==> src/rtl/rom_read_arbiter.sv <==
// rom_read_arbiter: shares one fixed-latency read port between two requesters,
// round-robin issue with one pending slot each, returns routed by an in-order tag FIFO.
module rom_read_arbiter #(
    parameter int RAM_SIZE = 1024,
    parameter int WORD_LEN = 8,
    parameter int RAM_READ_LATENCY = 2,
    localparam int AW = $clog2(RAM_SIZE)
) (
    input  logic                clk,
    input  logic                rst,
    input  logic                req0_readclk,
    input  logic [AW-1:0]       req0_raddr,
    output logic                req0_outclk,
    output logic [WORD_LEN-1:0] req0_out,
    input  logic                req1_readclk,
    input  logic [AW-1:0]       req1_raddr,
    output logic                req1_outclk,
    output logic [WORD_LEN-1:0] req1_out,
    output logic                ram_readclk,
    output logic [AW-1:0]       ram_raddr,
    input  logic                ram_outclk,
    input  logic [WORD_LEN-1:0] ram_out,
    output logic                busy,
    output logic                err
);
    localparam int D  = RAM_READ_LATENCY + 2;
    localparam int PW = $clog2(D);
    localparam int CW = $clog2(D + 1);

    logic          p0_v_q, p0_v_d, p1_v_q, p1_v_d;
    logic [AW-1:0] p0_a_q, p0_a_d, p1_a_q, p1_a_d, ra_q, ra_d;
    logic          last_q, last_d, err_q, err_d, rd_q, rd_d;
    logic [D-1:0]  tag_q, tag_d;
    logic [PW-1:0] wp_q, wp_d, rp_q, rp_d;
    logic [CW-1:0] cnt_q, cnt_d;
    logic          c0, c1, g0, g1, push, pop, empty, head;

    always_comb begin
        c0     = p0_v_q | req0_readclk;
        c1     = p1_v_q | req1_readclk;
        g0     = c0 & (~c1 | last_q);
        g1     = c1 & (~c0 | ~last_q);
        push   = g0 | g1;
        empty  = cnt_q == '0;
        head   = tag_q[rp_q];
        pop    = ram_outclk & ~empty;
        rd_d   = push;
        ra_d   = g1 ? (p1_v_q ? p1_a_q : req1_raddr) : g0 ? (p0_v_q ? p0_a_q : req0_raddr) : ra_q;
        last_d = push ? g1 : last_q;
        // a fresh request is parked when its slot frees up, or when it loses with no slot in use
        p0_v_d = p0_v_q ? (~g0 | req0_readclk) : (req0_readclk & ~g0);
        p1_v_d = p1_v_q ? (~g1 | req1_readclk) : (req1_readclk & ~g1);
        p0_a_d = (req0_readclk & (p0_v_q == g0)) ? req0_raddr : p0_a_q;
        p1_a_d = (req1_readclk & (p1_v_q == g1)) ? req1_raddr : p1_a_q;
        err_d  = err_q | (p0_v_q & ~g0 & req0_readclk) | (p1_v_q & ~g1 & req1_readclk)
               | (ram_outclk & empty);
        tag_d  = tag_q;
        if (push) tag_d[wp_q] = g1;
        wp_d   = push ? ((wp_q == PW'(D - 1)) ? '0 : wp_q + PW'(1)) : wp_q;
        rp_d   = pop ? ((rp_q == PW'(D - 1)) ? '0 : rp_q + PW'(1)) : rp_q;
        cnt_d  = cnt_q + CW'(push) - CW'(pop);
    end

    always_ff @(posedge clk or posedge rst) begin
        if (rst) begin
            p0_v_q <= 1'b0;
            p1_v_q <= 1'b0;
            p0_a_q <= '0;
            p1_a_q <= '0;
            ra_q   <= '0;
            last_q <= 1'b1;
            err_q  <= 1'b0;
            rd_q   <= 1'b0;
            tag_q  <= '0;
            wp_q   <= '0;
            rp_q   <= '0;
            cnt_q  <= '0;
        end else begin
            p0_v_q <= p0_v_d;
            p1_v_q <= p1_v_d;
            p0_a_q <= p0_a_d;
            p1_a_q <= p1_a_d;
            ra_q   <= ra_d;
            last_q <= last_d;
            err_q  <= err_d;
            rd_q   <= rd_d;
            tag_q  <= tag_d;
            wp_q   <= wp_d;
            rp_q   <= rp_d;
            cnt_q  <= cnt_d;
        end
    end

    assign ram_readclk = rd_q;
    assign ram_raddr   = ra_q;
    assign req0_outclk = pop & ~head;
    assign req1_outclk = pop & head;
    assign req0_out    = ram_out;
    assign req1_out    = ram_out;
    assign busy        = p0_v_q | p1_v_q | ~empty | rd_q;
    assign err         = err_q;
endmodule

==> config.mk <==
export PLATFORM = sky130hd
export DESIGN_NAME = rom_read_arbiter
export DESIGN_NICKNAME = d
export VERILOG_FILES = /design/src/rtl/rom_read_arbiter.sv
export SDC_FILE = /design/constraint.sdc
export NUM_CORES = 1
export LEC_CHECK = 0
export CAP_MARGIN = 0
export CORE_ASPECT_RATIO = 0.7
export CORE_MARGIN = 10
export CORE_UTILIZATION = 40
export DETAILED_ROUTE_END_ITERATION = 8
export DONT_BUFFER_PORTS = 1
export GPL_TIMING_DRIVEN = 0
export PLACE_DENSITY = 0.52
export SLEW_MARGIN = 20
export SYNTH_ARGS = -nofsm -noshare
export SYNTH_HDL_FRONTEND = slang
export SYNTH_SLANG_ARGS = --single-unit
==> constraint.sdc <==
create_clock -name clk -period 6.7 [get_ports clk]
set_input_delay 0.335 -clock clk [delete_from_list [all_inputs] [get_ports clk]]
set_output_delay 0.335 -clock clk [all_outputs]
set_load 0.02 [all_outputs]
==> results of run 1 <==
worst max-delay path by stage:
stage,start,end,slack [ns],depth (start not counted)
2_1_floorplan,p1_v_q,cnt_q[2],4.51,9
3_3_place_gp,p1_v_q,cnt_q[2],4.27,9
3_5_place_dp,p1_v_q,cnt_q[2],4.12,9
4_1_cts,p1_v_q,cnt_q[2],4.08,9
5_1_grt,p1_v_q,cnt_q[2],3.92,9
6_report,p1_v_q,cnt_q[2],4.10,9
final cells by class:
type	instances	area [µm²]
Tap cell	75	93.8
Fill cell	519	3140
Clock inverter	1	5.00
Buffer	24	171
Multi-Input combinational cell	127	1040
Clock buffer	7	86.3
Sequential cell	46	1150
Inverter	8	32.5
Timing Repair Buffer	2	30.0
cells in the mapped netlist, drive strengths merged:
cell type,n,area [µm²]
or3,2,12.5
clkbuf,1,3.75
fa,1,20.0
nand2,24,90.1
o21ai,10,50.1
o221ai,6,52.6
or4,1,7.51
xnor2,3,26.3
o221a,4,45.0
ha,8,100
mux2i,14,140
inv,8,32.5
buf,23,168
or2,2,12.5
and3,1,6.26
dfstp,1,26.3
a21o,1,7.51
mux2,22,248
dfrtp,45,1130
o21ba,1,10.0
nor2,7,28.8
a22o,10,87.6
nor4,1,21.3
mux4,1,22.5
a221oi,1,8.76
a21oi,1,5.00
o21a,1,7.51
maj3,1,10.0
nand3,4,20.0
cells by family after synthesis:
logic type / after synthesis
compound gates: 35
xor+xnor: 3
fa+ha+maj: 10
buf+inv: 32
flops: 46
mux: 37
simple gates: 42
through the flow:
step                      cells  utilization  area (µm²)
after floorplan             205            -        2400
after global placement      280        0.433        2490
after detailed placement    281        0.436        2510
after CTS                   290        0.454        2610
after global routing        290        0.454        2610
final                       290        0.454        2610
power by group through the flow:
| stage | clock network [mW] | registers [mW] | logic [mW] |
|---|---|---|---|
| floorplan | 0 | 0.530 | 0.452 |
| global placement | 0 | 0.556 | 0.519 |
| detailed placement | 0 | 0.564 | 0.549 |
| CTS | 0.182 | 0.559 | 0.553 |
| global route | 0.198 | 0.577 | 0.610 |
| finish | 0.177 | 0.556 | 0.544 |
timing repair:
action	in CTS	in global routing
hold buffers	1	0
setup buffers	0	0
hold endpoints to repair	18	0
gates resized for setup	0	0
per-layer routing:
metal	global-route usage	share of wire	wire, µm	vias to the layer above
met5	0	0	0	-
met4	0.0356	0.012	68	0
met3	0.0640	0.12	663	7
met2	0.192	0.46	2560	63
met1	0.130	0.41	2270	791
li1	-	-	-	732
sequential cells by signal (all words and copies together), names as in the netlist:
register	cells
ram_raddr	10
tag_q	4
p0_a_q	10
p1_v_q	1
p1_a_q	10
err	1
p0_v_q	1
ram_readclk	1
cnt_q	3
wp_q	2
last_q	1
rp_q	2
worst register-to-register path, delay by kind of cell, from the launching register on:
family | cells | cell delay (ns)
xor+xnor | 3 | 0.53
simple gates | 1 | 0.61
fa+ha+maj | 2 | 0.55
flops | 1 | 0.47
buf+inv | 3 | 0.36
layout by cell type (no fill, tap or decap), drive strengths merged, types with 7 or more instances in the layout:
master   n
ha       8
inv      8
dfrtp   45
nor2     7
nand2   24
o21ai   10
mux2    22
mux2i   14
buf     24
clkbuf   8
a22o    10
==> results.md, run 1 <==
- Req. time, crit path: approximately 7 ns
- IO Count: 64
- R2r startpoint: p1_v_q
- Overall global routing resource usage: 0.118
- Wire length reported by the detailed router: about 5.6 mm
- Largest voltage drop on the vdd net: 0.192 mV
- TritonCTS Buffers: 5
- Fraction of power consumed by sequential logic: 0.436
- Yosys warning total: 0
- Count of cells along the worst register-to-register path: 9
- Placeable Area: between 0.005 and 0.006 mm²
- First-pass GRT wire length: roughly 9 mm
- Number of I/O port buffers: 0
- Post-synth net total: about 250
- Remaining global-route overflow: 0
- Floorplan die width: roughly 110 µm
- Worst-path cell with the longest stage delay: nor4_4
- Startpoint type of the worst setup path: flip-flop
- Inserted Diodes: 0
- Largest net degree at the start of global routing: 29
- Residual antenna-violating net count after detailed routing: 0
- Clock tree sinks: 46
- Fraction of the mapped netlist area in compound gates: 0.114
- Bufs on Longest Clock Path: 2
- P_leak: 1.17 nW
- Post-route DRC violation count: 0
- Crit path max fanout: 10
- Minimum setup slack among reg-to-reg paths: roughly 4 ns
- Hold Path End: p0_a_q[5]
- Die height: roughly 85 µm
- Hold crit path type: in2reg
- Buffer and inverter count on the worst path: 3
- Cell internal pwr: approximately 0.78 mW
- Logic gate share of total power: 0.426
- CTS tree: done
- Number of global-route vias before repair: 1,773
- Part of the total power dissipated in the clock network: 0.138
- Xor and xnor fraction of the mapped netlist area: 0.0110
- Largest incremental delay on the critical path: 0.61 ns
- Post-route fraction of the period consumed by the critical path: 0.388
- Type of element capturing the critical path: flip-flop
- Outcome: complete, no violations
- Timing-limited maximum frequency: a little under 400 MHz
- Post-Synth Adder-Cell Area: 0.0543
- DR WL/cell: about 19 µm
- Fraction of final layout cells sized beyond drive strength 1: 0.307
- Share of synthesized cell area in and, or, nand and nor gates: 0.0830
- CTS root buf: clkbuf_8
- Count of vias placed by the detailed router: around 1,600
- Worst setup margin: 4.10 ns
- Number of core rows: 23
- Sw power: between 0.4 and 0.5 mW
- DIE AREA: between 0.009 and 0.01 mm²
- Proportion of synthesized chip area in sequential cells: 0.481
- Antenna violations before repair: 0
- Finish-stage setup viols: 0
- Critical R2R Capture: cnt_q[2]
- Number of synthesized register bits: 46
- PD cells: about 490 mW/mm²
- Hold path depth: 1
- Count of cell types in the netlist: 34
- Cell breakdown of the critical path: nor4_4, inv_4, buf_6, xnor2_1, ha_1, inv_1, fa_1, xnor2_1, xnor2_1
- Clock-pin slew of the registers on the worst-case setup and hold paths: 0.09 ns
- Crit path DAT: roughly 2.8 ns
- CP dominant cell by count: xnor2_1
- Post-synth design cell area: 0.00240 mm²
- Hold WS: ~0.18 ns
- Vias per std cell: 5.49
- Placer's final routability congestion estimate: 0.752
- DRC violation total after the first TritonRoute iteration: 56
- Tot Pwr: ~1.3 mW
- RSZ-0062 raised after global routing: false
- Gate count of the mapped netlist: around 200
- Largest family of logic cells by synthesized area: multiplexers
- Post-placement setup slack: between 4 and 5 ns
- Relative slew slack: 0.587
- Final Hold Fails: 0
- HPWL reported at the end of detailed placement: 4.41 mm
- Number of max-slew violations in the final report: 0
- Depth of the CTS H-tree: 2
- Worst-skew pair later-pin latency: roughly 0.30 ns
- Tightest Pin Transition: a little over 0.6 ns
- Hold wc startpoint: req0_raddr[5]
- Starting Density: 0.416
- Area delta synth->final: 8.98%
- Post-layout minimum cycle time: about 2.6 ns
- Clock skew: slightly above 0.006 ns
- Total iterations of the first detailed-routing run: 4
- Max-capacitance violation count: 0
- Mean cell area of the mapped netlist: 11.7 µm²
- Nets: 256
- Multiplexer share of the synthesized area: 0.171
- Top Family by Delay on Critical Path: simple AND/OR/NAND/NOR gates
- Crit path kind: reg2reg
- Switching power as a share of total power: 0.388
- Setup_tns: 0 ns
No activity file was read; power rests on OpenSTA's default activity.
==> run 2, diff against run 1 <==
--- a/config.mk
+++ b/config.mk
@@ -12,7 +12,7 @@
 export DETAILED_ROUTE_END_ITERATION = 8
 export DONT_BUFFER_PORTS = 1
 export GPL_TIMING_DRIVEN = 0
-export PLACE_DENSITY = 0.52
+export PLACE_DENSITY = 0.54
 export SLEW_MARGIN = 20
 export SYNTH_ARGS = -nofsm -noshare
 export SYNTH_HDL_FRONTEND = slang
==> constraint.sdc (replaced) <==
create_clock -name clk -period 2.1 [get_ports clk]
set_input_delay 0.105 -clock clk [delete_from_list [all_inputs] [get_ports clk]]
set_output_delay 0.105 -clock clk [all_outputs]
set_load 0.02 [all_outputs]
==> run 2 against run 1 <==
Compared with the run above: critical path depth is 1 lower; non-clock buffer count is 28 higher; clock power grew to 3.7 times the previous value; fmax is 25% higher; hold slack worse by 0.12 ns; global-route usage is 0.60 points higher; total power grew to 3.5 times the previous value; core utilization is 6.0 points higher; wire length is 8.1% higher.
==> results.md, run 2 (synthesis gave the netlist of run 1 again) <==
- Bufs on Longest Clock Path: 2 (unchanged)
- CTS root buf: clkbuf_8 (unchanged)
- Crit path kind: reg2reg (unchanged)
- Largest voltage drop on the vdd net: 0.643 mV (was 0.192 mV)
- Number of max-slew violations in the final report: 0 (unchanged)
- R2r startpoint: cnt_q[1] (was p1_v_q)
- Placeable Area: 0.00576 mm² (unchanged)
- Number of global-route vias before repair: 1,843 (was 1,773)
- Max-capacitance violation count: 0 (unchanged)
- Crit path max fanout: 5 (was 10)
- Number of core rows: 23 (unchanged)
- Floorplan die width: 113 µm (unchanged)
- Most frequent standard cell in the layout excluding fill and tap cells: dfrtp_1 (unchanged)
- Die height: 84.8 µm (unchanged)
- Finished Cell Area: 0.00296 mm² (was 0.00261 mm²)
- DR WL/cell: 18.9 µm (was 19.2 µm)
- Remaining global-route overflow: 0 (unchanged)
- Standard cell area after detailed placement: 0.00252 mm² (was 0.00251 mm²)
- First-pass GRT wire length: 9.76 mm (was 9.07 mm)
- Clock-pin slew of the registers on the worst-case setup and hold paths: 0.09 ns (about the same)
- PD cells: 1490 mW/mm² (was 489 mW/mm²)
- Final Hold Fails: 0 (unchanged)
- Number of I/O port buffers: 0 (unchanged)
- Tot Pwr: 4.41 mW (was 1.28 mW)
- P_leak: 1.32 nW (was 1.17 nW)
- Crit path DAT: 2.27 ns (was 2.82 ns)
- Register area: 0.00115 mm² (about the same)
- Relative slew slack: 0.680 (was 0.587)
- Nets: 284 (was 256)
- Fraction of final layout cells sized beyond drive strength 1: 0.350 (was 0.307)
- Finish-stage setup viols: 0 (unchanged)
- Total iterations of the first detailed-routing run: 4 (unchanged)
- Post-layout minimum cycle time: 2.09 ns (was 2.60 ns)
- Tightest Pin Transition: 0.475 ns (was 0.615 ns)
- Post-route DRC violation count: 0 (unchanged)
- Req. time, crit path: 2.28 ns (was 6.92 ns)
- DIE AREA: 0.00954 mm² (unchanged)
- Starting Density: 0.416 (unchanged)
- Startpoint type of the worst setup path: flip-flop (unchanged)
- Wire length reported by the detailed router: 6.01 mm (was 5.56 mm)
- Final cell count without fillers: 318 (was 290)
- Area delta synth->final: 23.4% (was 8.98%)
- Critical Path Source: cnt_q[1] (was p1_v_q)
- Timing-limited maximum frequency: 479 MHz (was 384 MHz)
- Depth of the CTS H-tree: 2 (unchanged)
- DP Cell Count: 281 (unchanged)
- Count of vias placed by the detailed router: 1,712 (was 1,593)
- Type of element capturing the critical path: flip-flop (unchanged)
- RSZ-0062 raised after global routing: true (was false)
- Overall global routing resource usage: 0.124 (was 0.118)
- Setup_tns: 0 ns (unchanged)
- Vias per std cell: 5.38 (was 5.49)
- Fillers: 495 (was 519)
- Post-placement setup slack: -0.416 ns (was 4.12 ns)
- Hold wc startpoint: req0_raddr[6] (was req0_raddr[5])
- Clock tree sinks: 46 (unchanged)
- Post-route fraction of the period consumed by the critical path: 0.994 (was 0.388)
- Clock skew: 0.0109 ns (was 0.00616 ns)
- Hold WS: 0.0607 ns (was 0.176 ns)
- Highest-count cells in the layout ignoring fill and taps: dfrtp_1, buf_4, dlygate4sd3_1, mux2_2, nand2_1 (was dfrtp_1, nand2_1, mux2_2, buf_4, mux2i_1)
- IO Count: 64 (unchanged)
- TritonCTS Buffers: 5 (unchanged)
- Placer's final routability congestion estimate: 0.815 (was 0.752)
- Worst setup margin: 0.0126 ns (was 4.10 ns)
- Outcome: complete, no violations (unchanged)
- Inserted Diodes: 0 (unchanged)
- DRC violation total after the first TritonRoute iteration: 52 (was 56)
- Hold crit path type: in2reg (unchanged)
- Largest net degree at the start of global routing: 35 (was 29)
- Worst-skew pair later-pin latency: 0.29 ns (was 0.30 ns)
- CTS tree: done (unchanged)
- Util after Layout: 0.514 (was 0.454)
- Residual antenna-violating net count after detailed routing: 0 (unchanged)
- HPWL reported at the end of detailed placement: 4.43 mm (was 4.41 mm)
- Antenna violations before repair: 0 (unchanged)
- Total area of multi-input combinational cells: 0.00110 mm² (was 0.00104 mm²)
## run 2: path summary, 6_finish.rpt
path                       depth (start not counted)            to  slack, ns
max reg2reg                                        8      cnt_q[2]       0.01
min reg2reg                                        1     p1_a_q[3]       0.51
min in group asynchronous                          2     p0_a_q[2]       0.20
min                                                3  ram_raddr[6]       0.06
max in group asynchronous                          3        last_q       1.35
max                                                8      cnt_q[2]       0.01
## run 2: power by group
| group | internal, mW | total (mW) | switching [mW] |
|---|---|---|---|
| combinational | 1.03 | 1.96 | 0.929 |
| clock | 0.355 | 0.652 | 0.297 |
| sequential | 1.35 | 1.80 | 0.452 |
| total | 2.73 | 4.41 | 1.68 |
## run 2: layout make-up
type	instances	share of cell area
Multi-Input combinational cell	127	0.371
Timing Repair Buffer	32	0.105
Buffer	22	0.0537
Clock buffer	6	0.0245
Sequential cell	46	0.390
Inverter	8	0.0110
Clock inverter	2	0.0127
Tap cell	75	0.0317
## run 2: critical path, stage by stage, from the launching register on
cell and delay [ns]:
dfrtp_1 0.43, or3_4 0.45, nand2_4 0.13, xnor2_2 0.12, ha_2 0.19, inv_2 0.04, fa_2 0.35, xnor2_2 0.15
xnor2_1 0.12
## run 2: timing repair
action	CTS	global route
setup buffers	5	3
pin swaps	3	0
setup endpoints to repair	22	22
gates resized for setup	9	4
endpoints found under the hold margin	66	1
hold buffers	22	1
## run 2: per-layer routing
metal  up-vias  global-route usage  share of wire
li1        785                   -              -
met2        57               0.211           0.48
met5         -                   0              0
met3         2              0.0561           0.10
met4         0              0.0172         0.0013
met1       868               0.143           0.42
